==> src/rtl/button_debounce_multi.sv <==
// N-channel button conditioner: 2-flop synchroniser, retrigger-hold or
// stable-integrate debounce, press/release pulses and a long-press flag.
module button_debounce_multi #(
  parameter int unsigned N_CH       = 2,
  parameter int unsigned CNT_W      = 4,
  parameter int unsigned HOLD       = 15,
  parameter int unsigned MODE       = 0,
  parameter int unsigned LONG_W     = 6,
  parameter int unsigned LONG_TICKS = 48
) (
  input  logic            clk,
  input  logic            rst_n,
  input  logic            tick_en,
  input  logic [N_CH-1:0] btn_raw,
  output logic [N_CH-1:0] btn_out,
  output logic [N_CH-1:0] press_pulse,
  output logic [N_CH-1:0] release_pulse,
  output logic [N_CH-1:0] long_press,
  output logic            any_pressed
);

  logic [N_CH-1:0] sync1;
  logic [N_CH-1:0] s;
  logic [N_CH-1:0] prev;

  // Synchroniser runs every clk, independent of the tick pacing.
  always_ff @(posedge clk or negedge rst_n) begin
    if (!rst_n) begin
      sync1 <= '0;
      s     <= '0;
    end else begin
      sync1 <= btn_raw;
      s     <= sync1;
    end
  end

  for (genvar i = 0; i < N_CH; i++) begin : g_ch
    if (MODE == 0) begin : g_hold
      localparam logic [CNT_W-1:0] HOLD_C = CNT_W'(HOLD);
      logic [CNT_W-1:0] cnt;

      // A live input reloads the hold window and beats a concurrent tick.
      always_ff @(posedge clk or negedge rst_n) begin
        if (!rst_n)
          cnt <= '0;
        else if (s[i])
          cnt <= HOLD_C;
        else if (tick_en && (cnt != '0))
          cnt <= cnt - 1'b1;
      end

      assign btn_out[i] = (cnt != '0);
    end else begin : g_integ
      localparam logic [CNT_W-1:0] HOLD_M1 = CNT_W'(HOLD - 1);
      logic [CNT_W-1:0] cnt;
      logic             st;

      always_ff @(posedge clk or negedge rst_n) begin
        if (!rst_n) begin
          cnt <= '0;
          st  <= 1'b0;
        end else if (s[i] == st) begin
          cnt <= '0;
        end else if (tick_en) begin
          if (cnt == HOLD_M1) begin
            st  <= s[i];
            cnt <= '0;
          end else begin
            cnt <= cnt + 1'b1;
          end
        end
      end

      assign btn_out[i] = st;
    end

    if (LONG_TICKS > 0) begin : g_long
      localparam logic [LONG_W-1:0] LONG_C = LONG_W'(LONG_TICKS);
      logic [LONG_W-1:0] lcnt;

      always_ff @(posedge clk or negedge rst_n) begin
        if (!rst_n)
          lcnt <= '0;
        else if (!btn_out[i])
          lcnt <= '0;
        else if (tick_en && (lcnt != LONG_C))
          lcnt <= lcnt + 1'b1;
      end

      // Gated by btn_out so the flag drops in the release cycle, before lcnt clears.
      assign long_press[i] = btn_out[i] && (lcnt == LONG_C);
    end else begin : g_no_long
      assign long_press[i] = 1'b0;
    end
  end

  always_ff @(posedge clk or negedge rst_n) begin
    if (!rst_n)
      prev <= '0;
    else
      prev <= btn_out;
  end

  assign press_pulse   = btn_out & ~prev;
  assign release_pulse = ~btn_out & prev;
  assign any_pressed   = |btn_out;

endmodule

==> config.mk <==
export PLATFORM = sky130hd
export DESIGN_NAME = button_debounce_multi
export DESIGN_NICKNAME = d
export VERILOG_FILES = /design/src/rtl/button_debounce_multi.sv
export SDC_FILE = /design/constraint.sdc
export NUM_CORES = 1
export LEC_CHECK = 0
export BUFFER_PORTS_ARGS = -buffer_cell sky130_fd_sc_hd__clkbuf_2
export CORE_UTILIZATION = 57
export CTS_BUF_LIST = sky130_fd_sc_hd__clkbuf_16
export CTS_CLUSTER_DIAMETER = 200
export CTS_CLUSTER_SIZE = 30
export DETAILED_ROUTE_END_ITERATION = 7
export PLACE_DENSITY_LB_ADDON = 0.12
export SLEW_MARGIN = 40
export SYNTH_ARGS = -nofsm -noshare
export SYNTH_HDL_FRONTEND = slang
export SYNTH_SLANG_ARGS = --single-unit
==> constraint.sdc <==
create_clock -name clk -period 2.9 [get_ports clk]
set_clock_uncertainty 0.1 [all_clocks]
set_input_delay 0.435 -clock clk [delete_from_list [all_inputs] [get_ports clk]]
set_output_delay 0.435 -clock clk [all_outputs]
set_load 0.005 [all_outputs]
==> flow_summary.json, run 1 <==
{
  "area.growth.synth_to_final_pct": 13.6,
  "clock_tree.htree_level_count": 1,
  "dp_hpwl_um": 1680,
  "power.static_leakage_uw": 0.000711,
  "avgSynthCellArea_sq_um": 10.3,
  "post_synth_net_total": 134,
  "pwr-share-seq_pct": 50.8,
  "clock_slew_at_reported_path_ffs_ps": 60,
  "fin_setup_tns_ps": 0,
  "syn_std_cell_area_sq_um": 1270,
  "drt_iter0_markers": 26,
  "postCtsSetupBuffers": 0,
  "register_area_sq_um": 651,
  "power_per_cell_area_nw_per_um2": 752,
  "num-fill-cells": 153,
  "grt_setup_unrepaired": "no",
  "slew_viol_final": 0,
  "post_route_cells_drive_above_1_share_pct": 15.1,
  "worstMarginPinSlew_ps": 623,
  "data_arrival_time_at_the_worst_slack_endpoint_ps": 1850,
  "p_switching_uw": 337,
  "first_pass_grt_wire_length_um": 3880,
  "area_occupied_by_multi_input_gates_sq_um": 567,
  "diodes": 0,
  "clock.fmax_mhz": 419,
  "reg2reg_setup_slack_ps": 1110,
  "worst-endpoint-required_ps": 2370,
  "power_frac_comb_pct": 21.9,
  "pre_cts_slack_ps": 804,
  "top_level_ports": 14,
  "rr_startpoint": "g_ch[1].g_hold.cnt[0]",
  "intPower_uw": 746,
  "vias_per_cell": 5.80,
  "path_class": "flip-flop to output pin",
  "cts.root.buffer_cell": "sky130_fd_sc_hd__clkbuf_16",
  "portBuffers": 13,
  "final_period_minus_worst_setup_slack_ps": 2380,
  "drc": 0,
  "synth_seq_cells": 26,
  "timing.final.hold_violations": 0,
  "cts_resized": 0,
  "setup-violations-final": 0,
  "clock_sink_count": 26,
  "routed_wire_length_per_instance_um": 13.8,
  "category_of_the_worst_setup_path_launch_point": "flip-flop",
  "rows": 16,
  "switching_share_pct": 31.1,
  "grt_remaining_overflow": 0,
  "final_antenna_net_count": 0,
  "initial_antenna_violation_count": 0,
  "layout.nets": 151,
  "timing.rr.end": "g_ch[1].g_hold.cnt[0]",
  "post_cts_hold_fix_bufs": 0,
  "die_h_um": 49.2,
  "die_x_um": 49.2,
  "die_area_sq_um": 2420,
  "synthDistinctLibCells": 24,
  "worst-path-max-fanout": 10,
  "vias_in_the_first_global_route": 911,
  "grtUsageTotal_pct": 20.5,
  "clockPowerShare_pct": 27.3,
  "clockBufferDepth": 2,
  "finalWirelength_um": 2280,
  "synth-seq-area-share_pct": 51.3,
  "final.period_utilization_pct": 82.2,
  "synthesis.yosys.warnings": 0,
  "ir_worst_vdd_mv": 0.576,
  "route.vias.total": 963,
  "core_region_area_sq_um": 2020,
  "grt_start_max_net_pins": 27,
  "dr.pass1.iters": 4,
  "cap_violations": 0,
  "setup_ws_ps": 516,
  "max-slew-margin-rel_pct": 58.5,
  "hp-class": "input pin to async pin",
  "cells_after_synthesis": 123,
  "floorplan.initialDensity_pct": 62.7,
  "tritoncts_clock_tree": "yes",
  "cts_inserted_buffers": 3,
  "insertion_delay_ps": 250,
  "critical_path.endpoint_type": "output pin",
  "routabilityCongestion": 0.814,
  "status": "finished clean",
  "timing.reg2reg.worst_path_depth": 5
}
-- per-stage QoR --
stage | std cells | hold slack (ps) | utilization [%] | area [sq um] | power [uW]
after detailed placement | 162 | 243 | 67.3 | 1360 | 796
after global routing | 166 | 137 | 71.2 | 1440 | 1160
after CTS | 166 | 109 | 71.2 | 1440 | 1090
after global placement | 162 | 236 | 67.3 | 1360 | 778
final | 166 | 87.9 | 71.2 | 1440 | 1080
after floorplan | 123 | 39.4 | - | 1270 | 719
-- metal layers --
metal,GRT usage (%),wire length [um],vias to the layer above
met5,0,0,-
met4,3.92,0,0
met3,3.12,65,0
met2,36.1,1180,17
met1,26.9,1040,482
li1,-,-,464
-- power groups by stage --
stage / logic [uW] / clock network [uW] / registers, uW
6_report: 237 / 296 / 550
5_1_grt: 286 / 314 / 564
4_1_cts: 241 / 303 / 550
3_5_place_dp: 239 / 0 / 557
3_3_place_gp: 229 / 0 / 550
2_1_floorplan: 191 / 0 / 528
-- critical path, stage by stage, from the launching register on --
cell and delay (ps):
sky130_fd_sc_hd__dfrtp_1 400, sky130_fd_sc_hd__inv_1 80, sky130_fd_sc_hd__ha_1 190, sky130_fd_sc_hd__nor3b_4 450, sky130_fd_sc_hd__inv_2 160, sky130_fd_sc_hd__and3_1 200, sky130_fd_sc_hd__clkbuf_2 110
-- state kept, by name, indices dropped and copies added, names as in the netlist --
signal / cells
s: 2
sync1: 2
prev: 2
g_ch.g_long.lcnt: 12
g_ch.g_hold.cnt: 8
-- cells by family after synthesis --
logic type | Yosys count | share of synthesized area, %
buffers and inverters | 13 | 3.95
AO/OA/AOI/OAI | 17 | 8.29
flip-flops | 26 | 51.3
adder cells (fa/ha/maj) | 6 | 5.92
multiplexers | 4 | 3.16
AND/OR/NAND/NOR | 53 | 24.6
XOR/XNOR | 4 | 2.76
-- cells in the mapped netlist, drive strengths merged --
cell	number	area, sq um
a21oi	10	50.1
buf	1	5.00
and2	2	12.5
xor2	4	35.0
nor3b	4	52.6
or3	7	43.8
o21ai	2	10.0
ha	6	75.1
or4b	2	20.0
nor3	6	30.0
and4b	1	10.0
and4bb	1	12.5
inv	12	45.1
a211o	5	45.0
dfrtp	26	651
nor2	6	22.5
mux2i	4	40.0
nand4	4	25.0
and3	2	12.5
nand3	2	10.0
nand2	16	60.1
-- worst max path at each step --
stage / startpoint / end
floorplan: g_ch[1].g_hold.cnt[0] / long_press[1]
global placement: g_ch[1].g_hold.cnt[0] / long_press[1]
detailed placement: g_ch[1].g_hold.cnt[0] / long_press[1]
CTS: g_ch[1].g_hold.cnt[0] / long_press[1]
global route: g_ch[1].g_hold.cnt[0] / long_press[1]
finish: g_ch[1].g_hold.cnt[0] / long_press[1]
-- placed cells by master, fill, tap and decap left out --
| master | count |
|---|---|
| sky130_fd_sc_hd__dfrtp_1 | 26 |
| sky130_fd_sc_hd__nand2_1 | 16 |
| sky130_fd_sc_hd__clkbuf_2 | 13 |
| sky130_fd_sc_hd__inv_1 | 10 |
| sky130_fd_sc_hd__a21oi_1 | 10 |
| sky130_fd_sc_hd__or3_1 | 7 |
| sky130_fd_sc_hd__nor2_1 | 6 |
| sky130_fd_sc_hd__nor3_1 | 6 |
| sky130_fd_sc_hd__ha_1 | 6 |
| sky130_fd_sc_hd__mux2i_1 | 4 |
| sky130_fd_sc_hd__nand4_1 | 4 |
| sky130_fd_sc_hd__xor2_1 | 4 |
| sky130_fd_sc_hd__a211o_1 | 4 |
| sky130_fd_sc_hd__clkbuf_16 | 3 |
| sky130_fd_sc_hd__nor3b_4 | 2 |
| sky130_fd_sc_hd__inv_2 | 2 |
| sky130_fd_sc_hd__and2_1 | 2 |
| sky130_fd_sc_hd__and3_1 | 2 |
| sky130_fd_sc_hd__nor3b_1 | 2 |
| sky130_fd_sc_hd__or4b_1 | 2 |
| sky130_fd_sc_hd__o21ai_0 | 2 |
| sky130_fd_sc_hd__nand3_1 | 2 |
| sky130_fd_sc_hd__and4b_1 | 1 |
| sky130_fd_sc_hd__and4bb_1 | 1 |
| sky130_fd_sc_hd__a211o_2 | 1 |
| sky130_fd_sc_hd__clkinv_1 | 1 |
-- layout make-up --
cell class                      instances  area share, %
Multi-Input combinational cell         84           39.4
Clock buffer                            3           5.21
Inverter                               12           3.13
Timing Repair Buffer                   13           4.52
Sequential cell                        26           45.2
Tap cell                               27           2.35
Clock inverter                          1          0.261
No activity file was read; power rests on OpenSTA's default activity.
==> run 2, diff against run 1 <==
--- a/config.mk
+++ b/config.mk
@@ -6,7 +6,7 @@
 export NUM_CORES = 1
 export LEC_CHECK = 0
 export BUFFER_PORTS_ARGS = -buffer_cell sky130_fd_sc_hd__clkbuf_2
-export CORE_UTILIZATION = 57
+export CORE_UTILIZATION = 56
 export CTS_BUF_LIST = sky130_fd_sc_hd__clkbuf_16
 export CTS_CLUSTER_DIAMETER = 200
 export CTS_CLUSTER_SIZE = 30
==> constraint.sdc (replaced) <==
create_clock -name clk -period 2.46 [get_ports clk]
set_clock_uncertainty 0.1 [all_clocks]
set_input_delay 0.369 -clock clk [delete_from_list [all_inputs] [get_ports clk]]
set_output_delay 0.369 -clock clk [all_outputs]
set_load 0.005 [all_outputs]
==> flow_summary.json, run 2 (synthesized netlist as in run 1, its figures left out) <==
{
  "status": "finished clean",
  "category_of_the_worst_setup_path_launch_point": "flip-flop",
  "grtUsageTotal_pct": 21.1,
  "timing.final.hold_violations": 0,
  "mostFrequentLayoutCells": "26 x sky130_fd_sc_hd__dfrtp_1, 16 x sky130_fd_sc_hd__nand2_1, 13 x sky130_fd_sc_hd__clkbuf_2",
  "cts_inserted_buffers": 3,
  "clock.fmax_mhz": 436,
  "portBuffers": 13,
  "layout.nets": 151,
  "clock_tree.htree_level_count": 1,
  "tritoncts_clock_tree": "yes",
  "path_class": "flip-flop to output pin",
  "slew_viol_final": 0,
  "clockPowerShare_pct": 26.8,
  "worst-path-max-fanout": 10,
  "die_area_sq_um": 2460,
  "cpPeakStageDelay_ps": 450,
  "routabilityCongestion": 0.794,
  "drc": 0,
  "fin_setup_tns_ps": 0,
  "critical_path.endpoint_type": "output pin",
  "max-slew-margin-rel_pct": 57.7,
  "core_region_area_sq_um": 2040,
  "postCtsSetupBuffers": 0,
  "power.static_leakage_uw": 0.000709,
  "initial_antenna_violation_count": 0,
  "largest_reg_flops": 12,
  "finish.cell_count_without_fillers": 165,
  "floorplan.initialDensity_pct": 62.1,
  "power_frac_comb_pct": 22.9,
  "rows": 16,
  "routed_wire_length_per_instance_um": 14.2,
  "setup-violations-final": 0,
  "worst_path_max_delay_cell": "sky130_fd_sc_hd__nor3b_4",
  "diodes": 0,
  "grt_start_max_net_pins": 27,
  "cap_violations": 0,
  "route.vias.total": 969,
  "layout.cells.most_common": "sky130_fd_sc_hd__dfrtp_1",
  "clock_slew_at_reported_path_ffs_ps": 60,
  "largestRegisters": "g_ch.g_long.lcnt x12, g_ch.g_hold.cnt x8",
  "top_level_ports": 14,
  "clockBufferDepth": 2,
  "hp-class": "input pin to async pin",
  "insertion_delay_ps": 250,
  "die_h_um": 49.6,
  "placed_cells_incl_taps": 162,
  "pwr-share-seq_pct": 50.4,
  "die_x_um": 49.6,
  "dr.pass1.iters": 4,
  "final_antenna_net_count": 0,
  "final.period_utilization_pct": 93.3,
  "post_cts_hold_fix_bufs": 0,
  "power_per_cell_area_nw_per_um2": 900,
  "ir_worst_vdd_mv": 0.552,
  "finalWirelength_um": 2340,
  "worstMarginPinSlew_ps": 635,
  "critical_path.cell_chain": "inv_1 -> ha_1 -> nor3b_4 -> inv_2 -> and3_1 -> clkbuf_2",
  "worst-endpoint-required_ps": 1990,
  "clock_sink_count": 26,
  "switching_share_pct": 31.8,
  "vias_per_cell": 5.87,
  "drt_iter0_markers": 22,
  "final_period_minus_worst_setup_slack_ps": 2290,
  "vias_in_the_first_global_route": 929,
  "area.growth.synth_to_final_pct": 13.3,
  "grt_setup_unrepaired": "no",
  "intPower_uw": 881,
  "first_pass_grt_wire_length_um": 3930,
  "cts_resized": 0,
  "cts.root.buffer_cell": "sky130_fd_sc_hd__clkbuf_16",
  "grt_remaining_overflow": 0,
  "largest_register": "g_ch.g_long.lcnt",
  "p_switching_uw": 412,
  "dp_hpwl_um": 1650,
  "post_route_cells_drive_above_1_share_pct": 15.2,
  "data_arrival_time_at_the_worst_slack_endpoint_ps": 1830
}
## run 2: stage by stage
step | setup slack, ps | power [uW] | cell area [sq um] | utilization (%) | hold slack [ps]
after floorplan | 732 | 848 | 1270 | - | -26.6
after global placement | 457 | 914 | 1360 | 66.7 | 235
after detailed placement | 440 | 940 | 1360 | 66.7 | 240
after CTS | 151 | 1300 | 1440 | 70.3 | 46.3
after global routing | 42.4 | 1380 | 1440 | 70.3 | 81.7
final | 165 | 1290 | 1440 | 70.3 | 25.1
## run 2: final cells by class
type / count / area, sq um
clock buffer: 3 / 75.1
inverter: 12 / 45.0
multi-input combinational: 84 / 567
fill: 164 / 606
timing repair buffer: 13 / 65.1
sequential: 26 / 651
tap: 27 / 33.8
## run 2: layer usage
metal  global-route usage (%)  wire length, um  vias to the layer above
li1                         -                -                      458
met1                     25.6             1060                      477
met2                     36.5             1130                       27
met3                     4.01              101                        7
met4                     8.57               49                        0
met5                        0                0                        -
## run 2: path summary, 6_finish.rpt
kind / cells past startpoint / end / slack, ps / start
worst max-delay path: 6 / long_press[0] / 170 / g_ch[0].g_hold.cnt[0]
worst min-delay path: 1 / g_ch[0].g_hold.cnt[3] / 30 / rst_n
worst max register to register: 5 / g_ch[0].g_hold.cnt[1] / 680 / g_ch[0].g_hold.cnt[0]
worst min register to register: 0 / s[1] / 250 / sync1[1]
max in group asynchronous: 1 / g_ch[0].g_long.lcnt[4] / 1830 / rst_n
min in group clk: 1 / sync1[0] / 120 / btn_raw[0]
## run 2: power groups by stage
stage	Clock (uW)	Sequential [uW]	Combinational, uW
global route	367	666	349
detailed placement	0	654	286
floorplan	0	623	225
CTS	351	648	297
global placement	0	646	267
finish	346	651	295
## run 2: worst max-delay path: cells and delay by family (launching register included)
kind / cells / cell delay, ps
and+or+nand+nor: 2 / 650
DFF: 1 / 400
buffers and inverters: 3 / 330
adders and majority gates: 1 / 190
==> run 3, diff against run 2 <==
==> constraint.sdc (replaced) <==
create_clock -name clk -period 2.46 [get_ports clk]
set_clock_uncertainty 0.1 [all_clocks]
set_input_delay 0.123 -clock clk [delete_from_list [all_inputs] [get_ports clk]]
set_output_delay 0.123 -clock clk [all_outputs]
set_load 0.005 [all_outputs]
==> flow_summary.json, run 3 (synthesized netlist as in run 1, its figures left out) <==
{
  "status": "finished clean",
  "floorplan.initialDensity_pct": 62.1,
  "insertion_delay_ps": 260,
  "clock.fmax_mhz": 489,
  "fin_setup_tns_ps": 0,
  "layout.cell_area.non_filler_sq_um": 1470,
  "clock_slew_at_reported_path_ffs_ps": 60,
  "top_level_ports": 14,
  "routed.top_layer": "met4",
  "timing.final.hold_violations": 0,
  "route.layer.met1.wl_um": 1050,
  "final_period_minus_worst_setup_slack_ps": 2050,
  "rows": 16,
  "final_antenna_net_count": 0,
  "initial_antenna_violation_count": 0,
  "critical_path.endpoint_type": "output pin",
  "layout.cells.most_common": "sky130_fd_sc_hd__dfrtp_1",
  "largestRegisters": "g_ch.g_long.lcnt x12, g_ch.g_hold.cnt x8",
  "core_region_area_sq_um": 2040,
  "drt_iter0_markers": 19,
  "clockBufferDepth": 2,
  "timing.reg2reg.worst_path_depth": 5,
  "route.met3.wl_um": 99,
  "layout.nets": 154,
  "routabilityCongestion": 0.838,
  "cts_resized": 0,
  "cpPeakStageDelay_ps": 420,
  "data_arrival_time_at_the_worst_slack_endpoint_ps": 1820,
  "final.period_utilization_pct": 83.2,
  "grt_start_max_net_pins": 27,
  "power.static_leakage_uw": 0.000724,
  "die_h_um": 49.6,
  "cts.root.buffer_cell": "sky130_fd_sc_hd__clkbuf_16",
  "worst-endpoint-required_ps": 2240,
  "drc": 0,
  "worst-path-max-fanout": 10,
  "ir_worst_vdd_mv": 0.750,
  "dp_hpwl_um": 1650,
  "finalWirelength_um": 2310,
  "die_area_sq_um": 2460,
  "clock_sink_count": 26,
  "num-fill-cells": 145,
  "diodes": 0,
  "met2_wirelength_um": 1130,
  "die_x_um": 49.6,
  "clock_tree.htree_level_count": 1,
  "first_pass_grt_wire_length_um": 4030,
  "critical_path.cell_chain": "inv_1 -> ha_1 -> nor3b_4 -> inv_2 -> and3_1 -> clkbuf_2",
  "place_area_sq_um": 1360,
  "area.growth.synth_to_final_pct": 16.0,
  "power_per_cell_area_nw_per_um2": 877,
  "min_path_cells": 0,
  "setup-violations-final": 0,
  "grt_setup_unrepaired": "no",
  "cts_inserted_buffers": 3,
  "grtUsageTotal_pct": 21.9,
  "portBuffers": 13,
  "mostFrequentLayoutCells": "26 x sky130_fd_sc_hd__dfrtp_1, 16 x sky130_fd_sc_hd__nand2_1, 13 x sky130_fd_sc_hd__clkbuf_2",
  "largest_reg_flops": 12,
  "worstMarginPinSlew_ps": 630,
  "cap_violations": 0,
  "dr.pass1.iters": 4,
  "category_of_the_worst_setup_path_launch_point": "flip-flop",
  "slew_viol_final": 0,
  "max-slew-margin-rel_pct": 58.0,
  "vias_per_cell": 5.67,
  "hp-class": "flip-flop to flip-flop",
  "largest_register": "g_ch.g_long.lcnt",
  "path_class": "flip-flop to output pin",
  "tritoncts_clock_tree": "yes",
  "post_route_cells_drive_above_1_share_pct": 14.8,
  "route.vias.total": 958,
  "vias_in_the_first_global_route": 908,
  "worst_path_max_delay_cell": "sky130_fd_sc_hd__nor3b_4",
  "grt_remaining_overflow": 0,
  "routed_wire_length_per_instance_um": 13.7
}
==> run 3: stage by stage <==
step	util, %	std cells	power [uW]	setup WS [ps]	hold slack [ps]
2_1_floorplan	-	123	848	892	-273
3_3_place_gp	66.7	162	914	728	68.8
3_5_place_dp	66.7	162	940	659	76.1
4_1_cts	72.0	169	1300	383	254
5_1_grt	72.0	169	1390	287	257
6_report	72.0	169	1290	414	252
==> run 3: report_power, final <==
| part | switching [uW] | internal [uW] | leakage, uW |
|---|---|---|---|
| sequential | 114 | 533 | 0.000286 |
| combinational | 151 | 136 | 0.000399 |
| clock | 138 | 217 | 0.0000385 |
==> run 3: what timing repair did <==
item,CTS,global route
endpoints found under the setup margin,0,0
hold buffers,3,0
endpoints found under the hold margin,28,0
buffers inserted,0,0
==> run 3: final cells by class <==
class                           instances  area (sq um)  share of cell area, %
Timing Repair Buffer                   16          95.1                   6.47
Multi-Input combinational cell         84           567                   38.6
Sequential cell                        26           651                   44.3
Clock buffer                            3          75.1                   5.11
Tap cell                               27          33.8                   2.30
Inverter                               12          45.0                   3.06
Clock inverter                          1          3.75                  0.255
==> run 3: final timing paths <==
| kind | slack, ps | to | from |
|---|---|---|---|
| worst max-delay path | 410 | long_press[0] | g_ch[0].g_hold.cnt[0] |
| worst min-delay path | 250 | s[0] | sync1[0] |
| worst max register to register | 710 | g_ch[0].g_hold.cnt[0] | g_ch[0].g_hold.cnt[0] |
| worst min register to register | 250 | s[0] | sync1[0] |
| max in group asynchronous | 1540 | g_ch[1].g_hold.cnt[0] | rst_n |
| min in group asynchronous | 310 | g_ch[0].g_hold.cnt[2] | rst_n |
==> run 3: worst max-delay path, delay by kind of cell (launching register included) <==
kind	cells	cell delay (ps)
adder cells (fa/ha/maj)	1	200
buffers and inverters	3	340
flip-flops	1	390
AND/OR/NAND/NOR	2	620
==> run 3: layer usage <==
metal | track usage [%] | vias to the layer above
met5 | 0 | -
met4 | 10.5 | 0
met3 | 4.94 | 6
met2 | 35.8 | 36
met1 | 27.4 | 446
li1 | - | 470
